### config.mk
export PLATFORM = sky130hd
export DESIGN_NAME = sram_access_ctrl
export DESIGN_NICKNAME = d
export VERILOG_FILES = /design/src/rtl/sram_ctrl_pkg.sv /design/src/rtl/sram_phase_timer.sv /design/src/rtl/sram_access_ctrl.sv
export SDC_FILE = /design/constraint.sdc
export NUM_CORES = 1
export LEC_CHECK = 0
export CELL_PAD_IN_SITES_DETAIL_PLACEMENT = 1
export CELL_PAD_IN_SITES_GLOBAL_PLACEMENT = 1
export CORE_MARGIN = 4
export CORE_UTILIZATION = 23
export CTS_BUF_LIST = sky130_fd_sc_hd__clkbuf_8
export DETAILED_ROUTE_END_ITERATION = 7
export GPL_TIMING_DRIVEN = 1
export HOLD_SLACK_MARGIN = 0.12
export PLACE_DENSITY_LB_ADDON = 0.1
export SYNTH_ARGS = -nofsm -noshare
export SYNTH_HDL_FRONTEND = slang
export SYNTH_SLANG_ARGS = --single-unit
### constraint.sdc
create_clock -name clk -period 1.5 [get_ports clk]
set_clock_uncertainty 0.05 [all_clocks]
set_input_delay 0.45 -clock clk [delete_from_list [all_inputs] [get_ports clk]]
set_output_delay 0.45 -clock clk [all_outputs]
set_load 0.01 [all_outputs]
### src/rtl/sram_ctrl_pkg.sv
// Shared state encoding, default geometry/timing and helpers for the SRAM
// pulse-interface initiator.
package sram_ctrl_pkg;

  localparam int ADDR_W_DEF    = 7;
  localparam int DATA_W_DEF    = 32;
  localparam int SETUP_CYC_DEF = 1;
  localparam int PULSE_CYC_DEF = 2;
  localparam int HOLD_CYC_DEF  = 1;

  typedef enum logic [2:0] {
    ST_IDLE,
    ST_SETUP,
    ST_PULSE,
    ST_HOLD,
    ST_RESP
  } sram_ctrl_state_e;

  function automatic int max3(input int a, input int b, input int c);
    int m;
    m = (a > b) ? a : b;
    return (m > c) ? m : c;
  endfunction

endpackage

### src/rtl/sram_phase_timer.sv
// Loadable down-counter that times the SETUP, PULSE and HOLD phases;
// zero marks the last cycle of the current phase.
module sram_phase_timer #(
  parameter int W = 2
) (
  input  logic         clk,
  input  logic         rst_n,
  input  logic         load,
  input  logic [W-1:0] load_val,
  output logic         zero
);

  logic [W-1:0] cnt_q;

  always_ff @(posedge clk or negedge rst_n) begin
    if (!rst_n) begin
      cnt_q <= '0;
    end else if (load) begin
      cnt_q <= load_val;
    end else if (cnt_q != '0) begin
      cnt_q <= cnt_q - 1'b1;
    end
  end

  assign zero = (cnt_q == '0);

endmodule

### src/rtl/sram_access_ctrl.sv
// Single-outstanding initiator for the SRAM macro pulse interface: setup,
// timed read/write pulse, hold, then a registered response handshake.
//
// state    | meaning
// ST_IDLE  | req_ready high, waiting for a request
// ST_SETUP | buses driven, pulses low, counting setup cycles
// ST_PULSE | read or write pulse high; last cycle captures data/err
// ST_HOLD  | pulses low, buses still held
// ST_RESP  | rsp_valid high until rsp_ready
module sram_access_ctrl
  import sram_ctrl_pkg::*;
#(
  parameter int ADDR_W    = ADDR_W_DEF,
  parameter int DATA_W    = DATA_W_DEF,
  parameter int SETUP_CYC = SETUP_CYC_DEF,
  parameter int PULSE_CYC = PULSE_CYC_DEF,
  parameter int HOLD_CYC  = HOLD_CYC_DEF
) (
  input  logic                clk,
  input  logic                rst_n,
  input  logic                req_valid,
  output logic                req_ready,
  input  logic                req_we,
  input  logic [ADDR_W-1:0]   req_addr,
  input  logic [DATA_W/8-1:0] req_be,
  input  logic [DATA_W-1:0]   req_wdata,
  output logic                rsp_valid,
  input  logic                rsp_ready,
  output logic [DATA_W-1:0]   rsp_rdata,
  output logic                rsp_err,
  output logic [ADDR_W-1:0]   sram_addr_sel,
  output logic [DATA_W/8-1:0] sram_byte_sel,
  output logic [DATA_W-1:0]   sram_datain,
  output logic                sram_read_pulse,
  output logic                sram_write_pulse,
  input  logic [DATA_W-1:0]   sram_dataout,
  input  logic                sram_complete
);

  localparam int BE_W  = DATA_W / 8;
  localparam int CNT_W = $clog2(max3(SETUP_CYC, PULSE_CYC, HOLD_CYC) + 1);
  localparam logic [CNT_W-1:0] SETUP_LD = CNT_W'(SETUP_CYC - 1);
  localparam logic [CNT_W-1:0] PULSE_LD = CNT_W'(PULSE_CYC - 1);
  localparam logic [CNT_W-1:0] HOLD_LD  = CNT_W'(HOLD_CYC - 1);

  sram_ctrl_state_e state, state_nxt;

  logic              we_q, we_d;
  logic [ADDR_W-1:0] addr_d;
  logic [BE_W-1:0]   be_d;
  logic [DATA_W-1:0] wdata_d;
  logic [DATA_W-1:0] rdata_d;
  logic [DATA_W-1:0] be_mask;
  logic              err_d;
  logic              rd_pulse_d, wr_pulse_d;
  logic              req_ready_d, rsp_valid_d;
  logic              accept;
  logic              timer_load;
  logic [CNT_W-1:0]  timer_val;
  logic              timer_zero;

  assign accept = (state == ST_IDLE) && req_valid && req_ready;

  sram_phase_timer #(.W(CNT_W)) u_timer (
    .clk      (clk),
    .rst_n    (rst_n),
    .load     (timer_load),
    .load_val (timer_val),
    .zero     (timer_zero)
  );

  // State plus every output is registered; reset drops the pulses at once.
  always_ff @(posedge clk or negedge rst_n) begin
    if (!rst_n) begin
      state            <= ST_IDLE;
      we_q             <= 1'b0;
      sram_addr_sel    <= '0;
      sram_byte_sel    <= '0;
      sram_datain      <= '0;
      sram_read_pulse  <= 1'b0;
      sram_write_pulse <= 1'b0;
      rsp_rdata        <= '0;
      rsp_err          <= 1'b0;
      rsp_valid        <= 1'b0;
      req_ready        <= 1'b0;
    end else begin
      state            <= state_nxt;
      we_q             <= we_d;
      sram_addr_sel    <= addr_d;
      sram_byte_sel    <= be_d;
      sram_datain      <= wdata_d;
      sram_read_pulse  <= rd_pulse_d;
      sram_write_pulse <= wr_pulse_d;
      rsp_rdata        <= rdata_d;
      rsp_err          <= err_d;
      rsp_valid        <= rsp_valid_d;
      req_ready        <= req_ready_d;
    end
  end

  always_comb begin
    state_nxt = state;
    case (state)
      ST_IDLE:  if (accept) state_nxt = (req_be == '0) ? ST_RESP : ST_SETUP;
      ST_SETUP: if (timer_zero) state_nxt = ST_PULSE;
      ST_PULSE: if (timer_zero) state_nxt = ST_HOLD;
      ST_HOLD:  if (timer_zero) state_nxt = ST_RESP;
      ST_RESP:  if (rsp_ready) state_nxt = ST_IDLE;
      default:  state_nxt = ST_IDLE;
    endcase
  end

  always_comb begin
    be_mask = '0;
    for (int i = 0; i < BE_W; i++) begin
      be_mask[i*8 +: 8] = {8{sram_byte_sel[i]}};
    end
  end

  always_comb begin
    we_d       = we_q;
    addr_d     = sram_addr_sel;
    be_d       = sram_byte_sel;
    wdata_d    = sram_datain;
    rdata_d    = rsp_rdata;
    err_d      = rsp_err;
    timer_load = 1'b0;
    timer_val  = '0;
    case (state)
      ST_IDLE: begin
        if (accept) begin
          we_d       = req_we;
          addr_d     = req_addr;
          be_d       = req_be;
          wdata_d    = req_wdata;
          rdata_d    = '0;
          err_d      = 1'b0;
          timer_load = 1'b1;
          timer_val  = SETUP_LD;
        end
      end
      ST_SETUP: begin
        if (timer_zero) begin
          timer_load = 1'b1;
          timer_val  = PULSE_LD;
        end
      end
      ST_PULSE: begin
        if (timer_zero) begin
          timer_load = 1'b1;
          timer_val  = HOLD_LD;
          if (!we_q) rdata_d = sram_dataout & be_mask;
          err_d = ~sram_complete;
        end
      end
      default: ;
    endcase
    rd_pulse_d  = (state_nxt == ST_PULSE) && !we_d;
    wr_pulse_d  = (state_nxt == ST_PULSE) && we_d;
    req_ready_d = (state_nxt == ST_IDLE);
    rsp_valid_d = (state_nxt == ST_RESP);
  end

endmodule
-- After elaboration in Yosys (flattened, before gate mapping)
Index checks and enable logic that the tools add are counted.
W data, S select, Z words.
- register bits: 86
- latch bits: 0
- RAM bits: 0
- ROM bits: 0
- input port bits: 81
- output and inout bits: 80
- logic and storage cells: 63
- memories: 0
- add/sub/neg operators: 1
- $mul: 0
- divide/modulo/power cells: 0
- order comparisons: 0
- equal/unequal tests: 9
- shifts and indexed selects: 0
- mux-type cells: 23
- bitwise operators: 2
- reduce and logical (&&, ||, !) cells: 16
- operators with widths (kind ; number):
    $mux W32 ; 3
    $pmux W32 S2 ; 1
    $and A32 B32 Y32 ; 1
    $mux W3 ; 6
    $pmux W3 S5 ; 1
    $eq A3 B2 Y1 const B ; 3
    $mux W1 ; 8
    $eq A3 B3 Y1 const B ; 2
    $logic_not A3 Y1 ; 2
    $ne A2 B2 Y1 const B ; 3
    $reduce_bool A2 Y1 ; 3
    $logic_and A1 B1 Y1 ; 4
    $logic_not A4 Y1 ; 1
    $mux W2 ; 2
    $pmux W1 S2 ; 2
    $reduce_and A4 Y1 ; 1
    $eq A3 B1 Y1 const B ; 1
    $reduce_and A3 Y1 ; 1
    $logic_not A2 Y1 ; 1
    $reduce_and A2 Y1 ; 1
    $reduce_or A2 Y1 ; 1
    $sub A2 B1 Y2 const B ; 1
    $logic_not A1 Y1 ; 1
    $not A1 Y1 ; 1

-- Longest topological paths before layout
- word-level depth: 7
- depth in mapped cells: 8
- gate-level depth less buffers: 6

-- Modules after synthesis
Synthesis repeated with hierarchy kept, for this count alone.
- cells, all modules: 263
- area, all modules: 3907.5 sq um
- modules (own cells, without submodules) (module ; instances ; cells an instance ; area an instance (sq um) ; sequential area each (sq um)):
    sram_access_ctrl ; 1 ; 251 ; 3794.9 ; 2102.0
    sram_phase_timer ; 1 ; 12 ; 112.6 ; 50.0

-- Worst setup path after synthesis
Ideal clock, no wire load.
- path type: flip-flop to flip-flop
- start point: register u_timer.cnt_q[0]
- end point: register rsp_rdata[0]
- setup time: 0.121 ns
- arrival time: 1.411 ns
- required time: 1.329 ns
- path slack: -0.082 ns
- cell stages (with the launch flop): 9
- buffers on the path: 2
- period minus slack after synthesis: 1.582 ns
- path through: dfrtp_1 > inv_1 > ha_1 > buf_2 > nand3b_1 > o21ai_0 > nand2_1 > clkbuf_1 > a22o_1
- longest elaborated chain between the ends: 3
- RTL lines (element ; line ; text):
    start: declaration ; sram_phase_timer.sv:13 ; logic [W-1:0] cnt_q;
    start signal: assignment ; sram_phase_timer.sv:19 ; cnt_q <= load_val;
    start signal: assignment ; sram_phase_timer.sv:21 ; cnt_q <= cnt_q - 1'b1;
    $logic_not A2 Y1 ; sram_phase_timer.sv:25 ; assign zero = (cnt_q == '0);
    $ne A2 B2 Y1 (no source line) ; n/a ;
    $reduce_and A4 Y1 (no source line) ; n/a ;
    end signal: assignment ; sram_access_ctrl.sv:94 ; rsp_rdata <= rdata_d;
    end: declaration ; sram_access_ctrl.sv:29 ; output logic [DATA_W-1:0] rsp_rdata,
No other way between the ends.
A chain may end at the register's enable or synchronous reset.

-- Worst setup path in the final report
- start point: register req_ready
- end point: register sram_datain[13]
- longest elaborated chain between the ends: 2
- RTL lines (element ; line ; text):
    start: declaration ; sram_access_ctrl.sv:22 ; output logic req_ready,
    start signal: assignment ; sram_access_ctrl.sv:97 ; req_ready <= req_ready_d;
    $logic_and A1 B1 Y1 ; sram_access_ctrl.sv:62 ; assign accept = (state == ST_IDLE) && req_valid && req_ready;
    $reduce_and A2 Y1 (no source line) ; n/a ;
    end signal: assignment ; sram_access_ctrl.sv:91 ; sram_datain <= wdata_d;
    end: declaration ; sram_access_ctrl.sv:33 ; output logic [DATA_W-1:0] sram_datain,
No other way between the ends.

==> key figures <==
Status
  • Outcome: finished with violations
  • Failing checks: setup timing

Clock network
  • Worst skew pair latency: around 0.37 ns
  • Worst-case clock buffer depth: 2
  • Clk root buf: clkbuf_8
  • Sink Count: 86
  • H-tree depth: 3
  • Clock-pin slew on the worst setup and hold paths: 0.09 ns
  • CTS buffer count: 9
  • TritonCTS clock tree: yes

Placed design
  • Port bufs: 160
  • Placer Congestion: 0.742
  • HPWL after DPL: 8160 µm
  • Inst Count DP: just under 700

Drt
  • Pre-Repair DR Iteration Count: 4
  • Remaining DRCs: 0
  • Vias per std cell: around 4.4
  • Routed via count: between 3000 and 4000
  • Routed WL per cell: approximately 17 µm
  • Final wirelength: 12600 µm
  • ANT nets after route: 0
  • 1st-iter DRT viols: 103

Cells and area
  • Synth-to-Final Area Change: 72.3%
  • Inserted Diodes: 0
  • Commonest non-fill, non-tap cell in the layout: nand2_1
  • Most frequent cells in the layout: nand2_1, dfrtp_1, buf_2
  • Layout cells sized above 1: 39.2%
  • NumNets Final: 627
  • Non-filler instance count after layout: 733

Floorplan
  • Die outline width: 130 µm
  • Core Footprint: 0.0145 mm²
  • Core Rows: 44
  • Die height: 130 µm
  • IO Pins: 161
  • Initial Util: a little under a quarter
  • Die ar.: 0.0168 mm²

Global routing
  • All-Layer GR Usage: between 10% and 20%
  • Wire length of the first global-routing pass: 19100 µm
  • Overflow after GRT: 0
  • Initial antenna violation count: 0
  • Vias in the first global route: around 3500
  • Largest net degree at the start of global routing: 60

Synth
  • Post-Syn Instances: 325
  • Post-synthesis mux area share: 0.294%
  • Cell area after synthesis: 0.00340 mm²
  • Sequential element share of the synthesized area: 63.3%
  • Post-synth ARST share: 100%
  • Synth Area in Adders: less than 1%
  • Post-synth EDFFs: 0
  • Synth warn: 0
  • Synth Area per Inst: around 10 µm²
  • #FFs+latches synth: 86
  • Top_reg_cell synth: dfrtp_1
  • Syn_nets: 407
  • Main combinational cell family by area after synthesis: simple AND/OR/NAND/NOR gates
  • Simple-Gate Fraction of Synth Area: roughly a fifth
  • Synth Area in XOR/XNOR: 0.515%
  • Synth unique cells: 29
  • Complex-gate fraction of the synthesized area: 11.8%

Worst setup path
  • CP Launch Type: flip-flop
  • Worst path required time: 1.71 ns
  • Worst Setup End Kind: flip-flop
  • Crit Path Max Fanout: 7
  • Setup CP Type: reg -> reg
  • CP arrival: 1.83 ns

STA
  • Highest clock rate: 619 MHz
  • RSZ-0062 raised after global routing: true
  • Final Hold Fails: 0
  • Worst setup margin: -0.115 ns
  • Final min period: about 1.6 ns
  • Slew headroom: 76.3%
  • Crit share post-route: 108%
  • Final Setup Violations: 81
  • Max Slew Vio Count: 0
  • Worst Max-Slew Pin Slew: 0.352 ns
  • Fin Hold WS: 0.430 ns

Power
  • VDD IR max: 0.651 mV
  • Total Power: 10400 µW
  • Pwr/cell area: approximately 1800 mW/mm²
  • LEAKAGE: 0.00302 µW

Worst hold path
  • Hold crit path type: reg -> reg

Run
  • Max Cap Violations: 0
[worst paths after layout]
check | startpoint | end | slack, ns | cells past startpoint
min | sram_datain[26] | sram_datain[26] | 0.43 | 2
min in group asynchronous | rst_n | sram_datain[16] | 0.57 | 3
max | req_ready | sram_datain[13] | -0.12 | 5
max in group asynchronous | rst_n | sram_datain[13] | 0.53 | 3
min reg2reg | sram_datain[26] | sram_datain[26] | 0.43 | 2
max reg2reg | req_ready | sram_datain[13] | -0.12 | 5
[layer usage]
metal  routed length, µm  vias up  part of all wire (%)  GRT usage (%)
li1                    -     1512                     -              -
met1                5430     1575                    43           18.4
met2                6090      103                    48           23.9
met3                 881       16                   7.0           4.49
met4                 250        0                   2.0           5.44
met5                   0        -                     0              0
[state kept, by name, summed over array words and instances, names as in the netlist]
signal	flops
u_timer.cnt_q	2
rsp_rdata	32
sram_write_pulse	1
sram_byte_sel	4
rsp_err	1
req_ready	1
sram_read_pulse	1
state	3
rsp_valid	1
sram_datain	32
sram_addr_sel	7
we_q	1
[repair_timing]
| item | 4_1_cts | 5_1_grt |
|---|---|---|
| hold buffers | 1 | 0 |
| pin swaps | 29 | 32 |
| endpoints found under the hold margin | 86 | 0 |
| cloned | 3 | 5 |
| buffers inserted | 29 | 2 |
| setup endpoints to repair | 158 | 85 |
| resized for setup | 360 | 24 |
[Yosys cell counts (2+ instances only)]
cell type / count / share of area [%]
a21oi_1: 8 / 1.2
a221o_1: 2 / 0.59
a22o_1: 32 / 8.2
and2_1: 4 / 0.74
buf_2: 9 / 1.3
buf_4: 3 / 0.66
buf_6: 5 / 1.7
clkbuf_1: 4 / 0.44
dfrtp_1: 86 / 63
inv_1: 4 / 0.44
nand2_1: 134 / 15
nand2b_1: 4 / 0.74
nand3_1: 2 / 0.29
nor2_1: 6 / 0.66
nor3_1: 2 / 0.29
o21ai_0: 5 / 0.74
o31ai_1: 2 / 0.44
xnor2_1: 2 / 0.51
[cells by family after synthesis]
family,after synthesis
compound gates,52
xor+xnor,2
fa+ha+maj,1
buf+inv,25
flops,86
mux,1
simple gates,158
[critical path, cell delays in order (launching register included)]
cell       delay (ns)
dfrtp_1          0.38
nand2_2          0.07
or4_4            0.67
clkbuf_16        0.23
nand2_2          0.07
nand2_1          0.05
[final cells by class]
cell class,instances,area (µm²)
Clock buffer,10,138
Fill cell,1671,8670
Tap cell,184,230
Clock inverter,5,51.3
Inverter,4,15.0
Multi-Input combinational cell,214,1280
Sequential cell,86,2150
Timing Repair Buffer,230,2000
[metrics by stage]
step	TNS (ns)	util (%)	worst slack [ns]	instance area, µm²
after floorplan	-0.0936	-	-0.00312	3450
after global placement	-36.67	38.0	-0.509	5520
after detailed placement	-39.13	38.0	-0.537	5520
after CTS	-3.24	39.5	-0.0633	5740
after global routing	-10.56	40.3	-0.164	5860
final	-5.42	40.3	-0.115	5860
[report_power, final]
part	internal (µW)	switching, µW	total, µW
Clock	795	869	1660
Combinational	2630	2420	5050
Sequential	3200	522	3720
Total	6620	3810	10400
No activity file was read; power rests on OpenSTA's default activity.
